<file path="src/rtl/pwm_deadtime.sv">
// Complementary half-bridge gate driver with programmable dead time,
// latched fault shutdown and a saturating swallowed-pulse counter.
//
// Ports:
//   clk, rst_n                  clock, async active-low reset
//   pwm_in                      single-ended PWM (sync to clk)
//   en                          output enable (0 -> both gates off)
//   dt_rise, dt_fall            dead time before pwm_h / pwm_l turn on
//   fault, fault_clr            fault request / latched fault clear
//   drop_clr                    clear of drop_cnt
//   pwm_h, pwm_l                registered high/low side gates
//   dt_active, fault_latched    status flags
//   drop_cnt                    saturating swallowed-pulse count
module pwm_deadtime #(
  parameter int DT_WIDTH   = 8,
  parameter int DROP_WIDTH = 8
) (
  input  logic                  clk,
  input  logic                  rst_n,
  input  logic                  pwm_in,
  input  logic                  en,
  input  logic [DT_WIDTH-1:0]   dt_rise,
  input  logic [DT_WIDTH-1:0]   dt_fall,
  input  logic                  fault,
  input  logic                  fault_clr,
  input  logic                  drop_clr,
  output logic                  pwm_h,
  output logic                  pwm_l,
  output logic                  dt_active,
  output logic                  fault_latched,
  output logic [DROP_WIDTH-1:0] drop_cnt
);

  typedef enum logic [2:0] {
    S_IDLE,
    S_LOW_ON,
    S_DT_RISE,
    S_HIGH_ON,
    S_DT_FALL,
    S_FAULT
  } state_t;

  state_t                r_state;
  state_t                w_next;
  logic                  r_pwm_s;
  logic [DT_WIDTH-1:0]   r_cnt;
  logic [DT_WIDTH-1:0]   w_cnt_next;
  logic                  w_drop;
  logic [DT_WIDTH-1:0]   w_dt_rise_ld;
  logic [DT_WIDTH-1:0]   w_dt_fall_ld;
  logic                  r_pwm_h;
  logic                  r_pwm_l;
  logic                  r_dt_active;
  logic                  r_fault_latched;
  logic [DROP_WIDTH-1:0] r_drop_cnt;

  // A zero dead time becomes one cycle so the two
  // gates never switch on the same edge.
  assign w_dt_rise_ld = (dt_rise == '0) ? DT_WIDTH'(1) : dt_rise;
  assign w_dt_fall_ld = (dt_fall == '0) ? DT_WIDTH'(1) : dt_fall;

  always_comb begin
    w_next     = r_state;
    w_cnt_next = r_cnt;
    w_drop     = 1'b0;
    if (fault) begin
      w_next = S_FAULT;
    end else if (r_state == S_FAULT) begin
      if (fault_clr) w_next = S_IDLE;
    end else if (!en) begin
      w_next = S_IDLE;
    end else begin
      case (r_state)
        S_IDLE: begin
          w_next = r_pwm_s ? S_HIGH_ON : S_LOW_ON;
        end
        S_LOW_ON: begin
          if (r_pwm_s) begin
            w_next     = S_DT_RISE;
            w_cnt_next = w_dt_rise_ld;
          end
        end
        S_DT_RISE: begin
          w_cnt_next = r_cnt - DT_WIDTH'(1);
          if (!r_pwm_s) begin
            w_next = S_LOW_ON;
            w_drop = 1'b1;
          end else if (r_cnt == DT_WIDTH'(1)) begin
            w_next = S_HIGH_ON;
          end
        end
        S_HIGH_ON: begin
          if (!r_pwm_s) begin
            w_next     = S_DT_FALL;
            w_cnt_next = w_dt_fall_ld;
          end
        end
        S_DT_FALL: begin
          w_cnt_next = r_cnt - DT_WIDTH'(1);
          if (r_pwm_s) begin
            w_next = S_HIGH_ON;
            w_drop = 1'b1;
          end else if (r_cnt == DT_WIDTH'(1)) begin
            w_next = S_LOW_ON;
          end
        end
        default: begin
          w_next = S_IDLE;
        end
      endcase
    end
  end

  always_ff @(posedge clk or negedge rst_n) begin
    if (!rst_n) begin
      r_state         <= S_IDLE;
      r_pwm_s         <= 1'b0;
      r_cnt           <= '0;
      r_pwm_h         <= 1'b0;
      r_pwm_l         <= 1'b0;
      r_dt_active     <= 1'b0;
      r_fault_latched <= 1'b0;
    end else begin
      r_state         <= w_next;
      r_pwm_s         <= pwm_in;
      r_cnt           <= w_cnt_next;
      r_pwm_h         <= (w_next == S_HIGH_ON);
      r_pwm_l         <= (w_next == S_LOW_ON);
      r_dt_active     <= (w_next == S_DT_RISE) ||
                         (w_next == S_DT_FALL);
      r_fault_latched <= (w_next == S_FAULT);
    end
  end

  // Clear beats a same-cycle increment.
  always_ff @(posedge clk or negedge rst_n) begin
    if (!rst_n) begin
      r_drop_cnt <= '0;
    end else if (drop_clr) begin
      r_drop_cnt <= '0;
    end else if (w_drop && (r_drop_cnt != '1)) begin
      r_drop_cnt <= r_drop_cnt + DROP_WIDTH'(1);
    end
  end

  assign pwm_h         = r_pwm_h;
  assign pwm_l         = r_pwm_l;
  assign dt_active     = r_dt_active;
  assign fault_latched = r_fault_latched;
  assign drop_cnt      = r_drop_cnt;

endmodule

</file>
<file path="config.mk">
export PLATFORM = sky130hd
export DESIGN_NAME = pwm_deadtime
export DESIGN_NICKNAME = d
export VERILOG_FILES = /design/src/rtl/pwm_deadtime.sv
export SDC_FILE = /design/constraint.sdc
export NUM_CORES = 1
export LEC_CHECK = 0
export CAP_MARGIN = 30
export CORE_MARGIN = 2
export CORE_UTILIZATION = 50
export CTS_BUF_LIST = sky130_fd_sc_hd__clkbuf_4 sky130_fd_sc_hd__clkbuf_8 sky130_fd_sc_hd__clkbuf_16
export DETAILED_ROUTE_END_ITERATION = 12
export PLACE_DENSITY = 0.79
export REMOVE_ABC_BUFFERS = 1
export SLEW_MARGIN = 40
export SYNTH_ARGS = -nofsm -noshare
export SYNTH_HDL_FRONTEND = slang
export SYNTH_SLANG_ARGS = --single-unit
</file>
<file path="constraint.sdc">
create_clock -name clk -period 2.24 [get_ports clk]
set_input_delay 0.336 -clock clk [delete_from_list [all_inputs] [get_ports clk]]
set_output_delay 0.336 -clock clk [all_outputs]
set_load 0.05 [all_outputs]
</file>
==> summary.txt <==
CTS
  • Clock latency on the worst-skew pair: about 0.32 ns
  • TritonCTS Sinks: 24
  • Post-CTS Setup Repair Bufs: 0
  • Reg clk slew, reported paths: 0.13 ns
  • Hold-fix buffers at CTS: 0
  • PostCTS Resize Cnt: 0
  • Maximum number of buffers from clock root to sink: 2
  • TritonCTS clock tree: yes
  • Total CTS buffers: 3
  • Maximum level of the CTS H-tree: 1
  • Clock Root Buffer: sky130_fd_sc_hd__clkbuf_4

Critical path
  • Crit path cell chain: or4_1 > nor4b_1 > buf_4 > o311ai_0 > and2_1
  • Critical-path top delay cell: sky130_fd_sc_hd__or4_1
  • End of the worst register-to-register path: dt_active
  • Count of cells along the worst register-to-register path: 5
  • Required time worst endpoint: 2.47 ns
  • Crit-path max FO: 4
  • Setup slack on the worst flop-to-flop path: 0.07 ns
  • Critical Path Source Type: register
  • CP Data Arrival Time: 2.40 ns
  • Kind of critical path: register to register
  • Launch instance of the worst register-to-register path: r_cnt[6]
  • Crit. End Element: register
  • Worst stage delay on the critical path: approximately 0.57 ns

Synth
  • Mean post-synth cell area: 9.22 sq um
  • Leading post-synthesis cells by cell area: sky130_fd_sc_hd__dfrtp_1 (38%), sky130_fd_sc_hd__o21ai_0 (3.8%), sky130_fd_sc_hd__o31ai_1 (3.3%)
  • Cell count after synthesis: 171
  • Count of state elements after synthesis: 24
  • Area of the mapped netlist: 0.00158 sq mm
  • Ys flop type: sky130_fd_sc_hd__dfrtp_1
  • Fraction of registers with async set/reset: 100%
  • Post-synthesis cell type with the largest combined area: sky130_fd_sc_hd__dfrtp_1
  • Proportion of synthesized chip area in sequential cells: about two fifths
  • Share of the synthesized area in the top cell type: 38.1%
  • Number of distinct library cells after synthesis: 52
  • EDFF count, synth: 0
  • YS warnings: 0

Timing
  • Period utilization: 96.8%
  • Final period demand of the worst path: 2.17 ns
  • Worst Max-Slew Pin Slew: 0.515 ns
  • Post-Route Hold Slack: 0.347 ns
  • Number of hold violations in the final report: 0
  • Final Skew: 0.00444 ns
  • RSZ-0062 raised after global routing: false
  • Count of final setup violators: 0
  • Total count of max-transition violations in the final report: 0
  • Upper clock frequency limit: about 460 MHz
  • Max-slew headroom: 65.2%
  • Final TNS setup: 0 ns

Route
  • Total routed wirelength: 3900 um
  • Wire length per cell after detailed routing: ~15 um
  • Vias per Instance: 6.23
  • # DRC: 0
  • First-pass DRT Iterations: 4
  • Detail Route Antenna Nets: 0
  • Number of violations reported at the end of detailed-routing iteration 0: 111
  • Total number of vias: 1571

Die
  • Initial Util: 52.1%
  • Total Die Area: 0.00362 sq mm
  • Number of top-level pins: 35
  • Horiz. Die Dim: 60.2 um
  • Cell Rows: 20
  • CORE AREA: 0.00303 sq mm
  • Die height: 60.2 um

Global route
  • Total track usage: 24.6%
  • Number of antenna violations at the first check in global routing: 0
  • Maximum number of pins on one net before global-route repair: 25
  • GRT overflow: 0
  • Vias in the first global route: 1499
  • Wire length of the first global-routing pass: approximately 6700 um

Place
  • HPWL reported at the end of detailed placement: 2970 um
  • Placer's final routability congestion estimate: 0.844
  • Count of port buffers added during placement: 34

Run status
  • Run status: complete, no violations

Final layout
  • Post-layout net count: between 200 and 250
  • Final antenna diode count: 0
  • Ratio of cells with drive above 1 in the final layout: about a tenth
  • Area added between synthesis and finish: 30.0%

Min path
  • Class of the tightest hold or removal check: input pin to asynchronous set/reset pin

Pwr
  • Peak ir drop on the vdd network: 324 uV
  • Leakage: 0.000806 uW
  • Power density of the placed cells: 633 mW/mm^2

Job
  • Reported max-cap violation count: 0
-- per-stage QoR --
stage	setup WS, ns	area [sq um]	power (uW)	cells	utilization, %
2_1_floorplan	0.183	1530	819	161	-
3_3_place_gp	0.195	2000	964	248	66.0
3_5_place_dp	0.137	2000	981	248	66.0
4_1_cts	0.170	2050	1300	252	67.7
5_1_grt	0.0636	2050	1380	252	67.7
6_report	0.0717	2050	1300	252	67.7
-- synthesized netlist by cell type (6+ instances only) --
library cell / instances
sky130_fd_sc_hd__dfrtp_1: 24
sky130_fd_sc_hd__o21ai_0: 12
sky130_fd_sc_hd__a21oi_1: 9
sky130_fd_sc_hd__clkbuf_1: 7
sky130_fd_sc_hd__o31ai_1: 7
sky130_fd_sc_hd__inv_1: 6
sky130_fd_sc_hd__nor2_1: 6
sky130_fd_sc_hd__nor3_1: 6
sky130_fd_sc_hd__or4_1: 6
-- power by group --
part | switching [uW] | internal (uW)
Clock | 137 | 181
Combinational | 220 | 183
Sequential | 73.2 | 503
-- how the worst max path moves through the flow --
stage / end / slack [ns] / start / cells after the start
after global placement: dt_active / 0.19 / r_cnt[6] / 5
after detailed placement: drop_cnt[7] / 0.14 / en / 5
after global routing: dt_active / 0.06 / r_cnt[6] / 5
after floorplan: drop_cnt[7] / 0.18 / r_state[1] / 4
final: dt_active / 0.07 / r_cnt[6] / 5
after CTS: dt_active / 0.17 / r_cnt[6] / 5
-- placed cells by master (no fill, tap or decap), types with 2 or more instances in the layout --
master / count
sky130_fd_sc_hd__clkdlybuf4s50_1: 34
sky130_fd_sc_hd__dfrtp_1: 24
sky130_fd_sc_hd__o21ai_0: 12
sky130_fd_sc_hd__a21oi_1: 9
sky130_fd_sc_hd__buf_4: 9
sky130_fd_sc_hd__o31ai_1: 7
sky130_fd_sc_hd__inv_1: 6
sky130_fd_sc_hd__or4_1: 6
sky130_fd_sc_hd__nor2_1: 6
sky130_fd_sc_hd__nor3_1: 6
sky130_fd_sc_hd__nand2_1: 5
sky130_fd_sc_hd__a221oi_1: 5
sky130_fd_sc_hd__nand2b_1: 5
sky130_fd_sc_hd__a211oi_1: 5
sky130_fd_sc_hd__nor4_1: 5
sky130_fd_sc_hd__nor2b_1: 4
sky130_fd_sc_hd__and2_1: 4
sky130_fd_sc_hd__nand3_1: 4
sky130_fd_sc_hd__nand3b_1: 3
sky130_fd_sc_hd__and4_1: 3
sky130_fd_sc_hd__or3_1: 3
sky130_fd_sc_hd__ha_1: 3
sky130_fd_sc_hd__clkbuf_4: 3
sky130_fd_sc_hd__mux2_2: 2
sky130_fd_sc_hd__nor4b_1: 2
sky130_fd_sc_hd__and3_1: 2
sky130_fd_sc_hd__a31oi_1: 2
sky130_fd_sc_hd__o41ai_1: 2
sky130_fd_sc_hd__o211a_1: 2
sky130_fd_sc_hd__or3b_2: 2
sky130_fd_sc_hd__a32o_1: 2
-- cell type report --
cell class,count,area (sq um)
multi-input cells,131,911
flip-flops and latches,24,601
repair buffers,43,408
clock inverters,1,30.0
inverters,6,22.5
fillers,251,978
clock buffers,3,22.5
well taps,44,55.1
-- state kept, by name (all words and copies together) (netlist names) --
register,flops
fault_latched,1
r_cnt,8
dt_active,1
r_pwm_s,1
pwm_l,1
r_state,3
drop_cnt,8
pwm_h,1
-- routing by layer --
layer / routed length [um] / vias up / track usage [%]
met5: 0 / - / 0
li1: - / 744 / -
met1: 1670 / 749 / 30.8
met4: 93 / 0 / 13.0
met3: 256 / 7 / 2.38
met2: 1880 / 71 / 41.5
-- kinds of logic (layout without fill, tap and decap cells) --
group / after synthesis / after routing / synth area share, %
fa+ha+maj: 3 / 3 / 2.38
simple gates: 68 / 68 / 27.4
flops: 24 / 24 / 38.1
xor+xnor: 2 / 2 / 1.11
compound gates: 55 / 55 / 24.8
buf+inv: 16 / 53 / 4.13
mux: 3 / 3 / 2.06
-- worst max-delay path: cells and delay by family, from the launching register on --
family	cells	cell delay, ns
compound gates	1	0.15
simple gates	3	1.28
buf+inv	1	0.22
flops	1	0.42
Power figures use the tool's default switching activity.
==> variant 1 (config.mk and constraints unchanged) <==
Change the parameter `DT_WIDTH` from 8 to 12.
--- a/src/rtl/pwm_deadtime.sv
+++ b/src/rtl/pwm_deadtime.sv
@@ -13,5 +13,5 @@
 //   drop_cnt                    saturating swallowed-pulse count
 module pwm_deadtime #(
-  parameter int DT_WIDTH   = 8,
+  parameter int DT_WIDTH   = 12,
   parameter int DROP_WIDTH = 8
 ) (
Ports: changed (resized dt_fall and dt_rise); port bits go from 35 to 43. No check against the original RTL was run, so the function may have changed too.
==> variant 1 against the unedited design <==
  * Critical path depth shrank 4
  * Power grew 23%
  * Sequential power grew 24%
  * Routed wire length grew 16%
  * Combinational power grew 33%
  * Synthesized area grew 12%
  * Design area grew 13%
  * Sequential cell count grew 4
  * Largest cell class unchanged
  * Clock skew shrank 0.0028 ns
  * Worst setup slack gained 0.14 ns
==> variant 1: results (changes against the unedited design) <==
| Metric | Value |
|---|---|
| Status | finished clean |
| Reported net switching power | 564 uW (+31%) |
| Final RePlAce weighted congestion | 0.968 (+15%) |
| Maximum number of pins on one net before global-route repair | 29 (+16%) |
| Number of input and output port buffers inserted | 42 (+24%) |
| Yosys cell types | 40 (-23%) |
| Global-route met1 utilization | 33.4% (+2.6 points) |
| Routed length on met3 | 271 um (+5.9%) |
| Worst path slowest cell | sky130_fd_sc_hd__clkdlybuf4s50_1 |
| Longest Clk Path Bufs | 2 (unchanged) |
| Adder-cell area share of the yosys netlist | 2.12% (-0.26 points) |
| Overall fraction of global-route tracks in use | 23.5% (-1.2 points) |
| Tightest Pin Transition | 0.663 ns (+0.148 ns) |
| Routed length on met1 | 2020 um (+21%) |
| Met2 capacity usage during global routing | 36.6% (-4.9 points) |
| Non-filler instance count after layout | 296 (+17%) |
| Number of antenna violations at the first check in global routing | 0 (unchanged) |
| Wire length of the first global-routing pass | 7380 um (+11%) |
| Post-synth top area share | 39.5% (+1.5 points) |
| Overall via count from detail_route | 1747 (+11%) |
| Biggest cell delay along the critical path | 0.85 ns (+0.28 ns) |
| Leakage power figure | 0.000914 uW (+13%) |
| Global routing usage on met3 | 3.57% (+1.2 points) |
| Final routed wirelength across all metal layers | 4510 um (+16%) |
| Maximum net fanout on the critical path | 6 (+2) |
| Multiplexer fraction of the synthesized cell area | 0% (-2.1 points) |
| Synth Area per Inst | 8.52 um^2 (-7.6%) |
| Fraction of layout cells with a size suffix above 1 | 6.40% (-3.2 points) |
| Amount of wire on met2 after detailed routing | 2170 um (+15%) |
| Compound-cell area share of the yosys netlist | 28.1% (+3.3 points) |
| Sequential fraction of the synthesis area | 39.5% (+1.5 points) |
| Via count of the first global-routing pass | 1549 (+3.3%) |
| Clock Skews | 0.00161 ns (-0.00283 ns) |
| Cell types with the highest counts after synthesis | sky130_fd_sc_hd__dfrtp_1 (28), sky130_fd_sc_hd__o21ai_0 (26), sky130_fd_sc_hd__nor2_1 (20) |
| Initial DRC count | 124 (+12%) |
| HPWL after detailed placement | 3360 um (+13%) |
| Clock transition at the register clock pins on the worst setup and hold paths after CTS | 0.16 ns (+0.03 ns) |
| Clock latency reported for the late side of the worst-skew pair | 0.34 ns (+0.02 ns) |
| Cell count after placement | 292 (+18%) |
## variant 1: cell types whose count changed after synthesis, moves of 6 or more
cell	change
sky130_fd_sc_hd__a22o_1	+17
sky130_fd_sc_hd__nor2_1	+14
sky130_fd_sc_hd__o21ai_0	+14
sky130_fd_sc_hd__o31ai_1	-7
sky130_fd_sc_hd__a31oi_1	+6
sky130_fd_sc_hd__xnor2_1	+6
## variant 1: final cells by class
cell class | count | area (um^2)
multi-input combinational | 160 | 987
clock buffer | 3 | 22.5
fill | 296 | 1050
tap | 46 | 57.6
timing repair buffer | 50 | 480
clock inverter | 1 | 30.0
inverter | 8 | 30.0
sequential | 28 | 701
## variant 1: power by group through the flow
stage | clock network (uW) | logic, uW | registers (uW)
global placement | 0 | 519 | 723
global route | 374 | 597 | 736
detailed placement | 0 | 528 | 726
floorplan | 0 | 302 | 720
finish | 341 | 535 | 717
CTS | 352 | 533 | 715
## variant 1: through the flow
| step | area [um^2] | setup WS (ns) | utilization (%) | hold slack (ns) |
|---|---|---|---|---|
| after floorplan | 1720 | 0.257 | - | 0.0404 |
| after global placement | 2260 | 0.286 | 67.1 | 0.485 |
| after detailed placement | 2260 | 0.250 | 67.1 | 0.521 |
| after CTS | 2310 | 0.207 | 68.6 | 0.349 |
| after global routing | 2310 | 0.140 | 68.6 | 0.369 |
| final | 2310 | 0.210 | 68.6 | 0.346 |
## variant 1: final timing paths
check | slack [ns] | start | end | depth (start not counted)
setup reg to reg | 0.24 | r_state[1] | drop_cnt[5] | 5
hold / removal | 0.35 | rst_n | drop_cnt[5] | 2
setup / recovery | 0.21 | drop_cnt[0] | drop_cnt[0] | 1
max in group asynchronous | 1.64 | rst_n | r_pwm_s | 2
hold reg to reg | 0.55 | r_cnt[1] | r_cnt[1] | 2
min in group clk | 0.41 | pwm_in | r_pwm_s | 1
==> variant 2 (same settings) <==
Made on the original files. Register the output `pwm_h` once more; this adds one clock of latency there. The other outputs are not delayed to match. Comments in the files are not updated.
--- a/src/rtl/pwm_deadtime.sv
+++ b/src/rtl/pwm_deadtime.sv
@@ -144,5 +144,7 @@
   end
 
-  assign pwm_h         = r_pwm_h;
+  always_ff @(posedge clk) begin
+    pwm_h <= r_pwm_h;
+  end
   assign pwm_l         = r_pwm_l;
   assign dt_active     = r_dt_active;
Formal check against the unedited RTL: not equivalent (a bounded check fails within 4 cycles, from zero or initial values and one cycle with rst_n low).
==> variant 2 against the unedited design <==
  * The flow now finishes with violations (DRC)
  * Power decreased by 9.8%
  * First-iteration DRC count fell by 62%
  * Routed wire length down 16%
  * Non-clock buffer count fell by 5
  * Design area fell by 8.1%
  * Sequential cell count is 1 higher
  * Largest cell class unchanged
  * Sequential share of layout area grew 3.6 points
  * Worst setup slack better by 0.062 ns
  * Fmax grew 2.9%
  * Synthesized area shrank 5.4%
==> variant 2: results (changes against the unedited design) <==
| Metric | Value |
|---|---|
| Depth of the CTS H-tree | 1 (unchanged) |
| Number of antenna violations at the first check in global routing | 0 (unchanged) |
| HPWL after detailed placement | 2570 um (-14%) |
| Longest Clk Path Bufs | 2 (unchanged) |
| Clock latency reported for the late side of the worst-skew pair | 0.30 ns (-0.02 ns) |
| Initial DRC count | 42 (-62%) |
| Vias/cell | 6.02 (-3.4%) |
| Final RePlAce weighted congestion | 0.837 (-0.90%) |
| Cell types with the highest counts after synthesis | sky130_fd_sc_hd__dfrtp_1 (24), sky130_fd_sc_hd__nor2_1 (16), sky130_fd_sc_hd__o21ai_0 (14) |
| Fraction of layout cells with a size suffix above 1 | 6.44% (-3.2 points) |
| Worst path slowest cell | sky130_fd_sc_hd__dfrtp_1 |
| Number of warning messages in the yosys log | 0 (unchanged) |
| Flip-flop cell with the highest count after synthesis | sky130_fd_sc_hd__dfrtp_1 |
| Non-filler instance count after layout | 233 (-7.5%) |
| Biggest cell delay along the critical path | 0.54 ns (-0.03 ns) |
| Buffer cell driving the clock tree root | sky130_fd_sc_hd__clkbuf_4 |
| Tightest Pin Transition | 0.658 ns (+0.143 ns) |
| Wire length of the first global-routing pass | 5620 um (-15%) |
| FF-to-FF path depth | 5 (unchanged) |
| Maximum net fanout on the critical path | 11 (+7) |
| Number of standard cells after synthesis | 169 (-1.2%) |
| Via count of the first global-routing pass | 1352 (-9.8%) |
| Maximum number of pins on one net before global-route repair | 25 (unchanged) |
| Startpoint of the most critical setup path | r_state[1] |
| FFs w/ async S/R, synth | 96.0% (-4.0 points) |
| Status | finished, violations left |
| Yosys cell types | 43 (-17%) |
| Data arrival time of the critical path | 2.29 ns (-0.11 ns) |
| Number of setup buffers added after CTS | 0 (unchanged) |
| Main area contributors after synthesis | sky130_fd_sc_hd__dfrtp_1 (40%), sky130_fd_sc_hd__a22o_1 (5.3%), sky130_fd_sc_hd__o21ai_0 (4.7%) |
| Number of iterations in the first detailed-routing pass | 9 (+5) |
| Failing checks | DRC |
| Count of final hold-check violations | 0 (unchanged) |
| Overall fraction of global-route tracks in use | 21.1% (-3.5 points) |
| Max rail drop VDD | 0.441 mV (+36%) |
| Sequential fraction of the synthesis area | 41.6% (+3.5 points) |
| Clock transition at the register clock pins on the worst setup and hold paths after CTS | 0.13 ns (about the same) |
| Antenna cell count | 0 (unchanged) |
| Leakage power figure | 0.000757 uW (-6.1%) |
| Final routed wirelength across all metal layers | 3280 um (-16%) |
| Number of input and output port buffers inserted | 34 (unchanged) |
| Tightest Hold Check Type | input pin to asynchronous set/reset pin |
| Post-detailed-route DRC marker count | 1 (+1) |
| Clock Skews | 0.00780 ns (+0.00337 ns) |
| Number of buffers inserted during clock tree synthesis | 3 (unchanged) |
| Number of instances resized during post-cts repair | 0 (unchanged) |
variant 2: kinds of logic after synthesis:
| group | Yosys count | share of synthesized area, % |
|---|---|---|
| compound gates | 47 | 21.3 |
| xor+xnor | 8 | 4.70 |
| buf+inv | 19 | 5.62 |
| fa+ha+maj | 3 | 2.52 |
| simple gates | 67 | 24.2 |
| flops | 25 | 41.6 |
variant 2: per-stage QoR:
stage          worst slack [ns]  hold WS, ns  total power, uW  cell area (um^2)  utilization [%]
6_report                  0.134        0.369             1170              1880             67.2
5_1_grt                  0.0728        0.382             1270              1880             67.2
4_1_cts                   0.151        0.365             1180              1880             67.2
3_5_place_dp              0.156        0.346              970              1850             66.1
3_3_place_gp              0.269        0.328              958              1850             66.1
2_1_floorplan             0.192       0.0404              826              1450                -
variant 2: worst paths after layout:
kind	end	slack, ns
setup / recovery	drop_cnt[7]	0.13
hold / removal	drop_cnt[4]	0.37
setup reg to reg	drop_cnt[7]	0.13
hold reg to reg	pwm_h	0.37
max in group asynchronous	r_state[0]	1.64
min in group clk	pwm_h	0.37
variant 2: cell type report:
type | count | area (um^2)
fillers | 235 | 921
multi-input cells | 125 | 787
flip-flops and latches | 25 | 621
repair buffers | 38 | 370
well taps | 31 | 38.8
inverters | 10 | 37.5
clock buffers | 4 | 30.0
variant 2: power breakdown:
group | switching (uW) | total [uW] | internal, uW
registers | 73.2 | 597 | 523
clock network | 121 | 202 | 81.5
logic | 205 | 371 | 166
variant 2: critical path: cells and delay by family (launching register included):
family,cells,cell delay (ns)
compound gates,1,0.39
flops,1,0.54
simple gates,4,1.05
variant 2: per-layer routing:
layer / track usage [%] / routed length, um / up-vias
li1: - / - / 683
met1: 27.5 / 1410 / 654
met2: 34.5 / 1590 / 58
met3: 3.52 / 229 / 8
met4: 9.42 / 57 / 0
met5: 0 / 0 / -
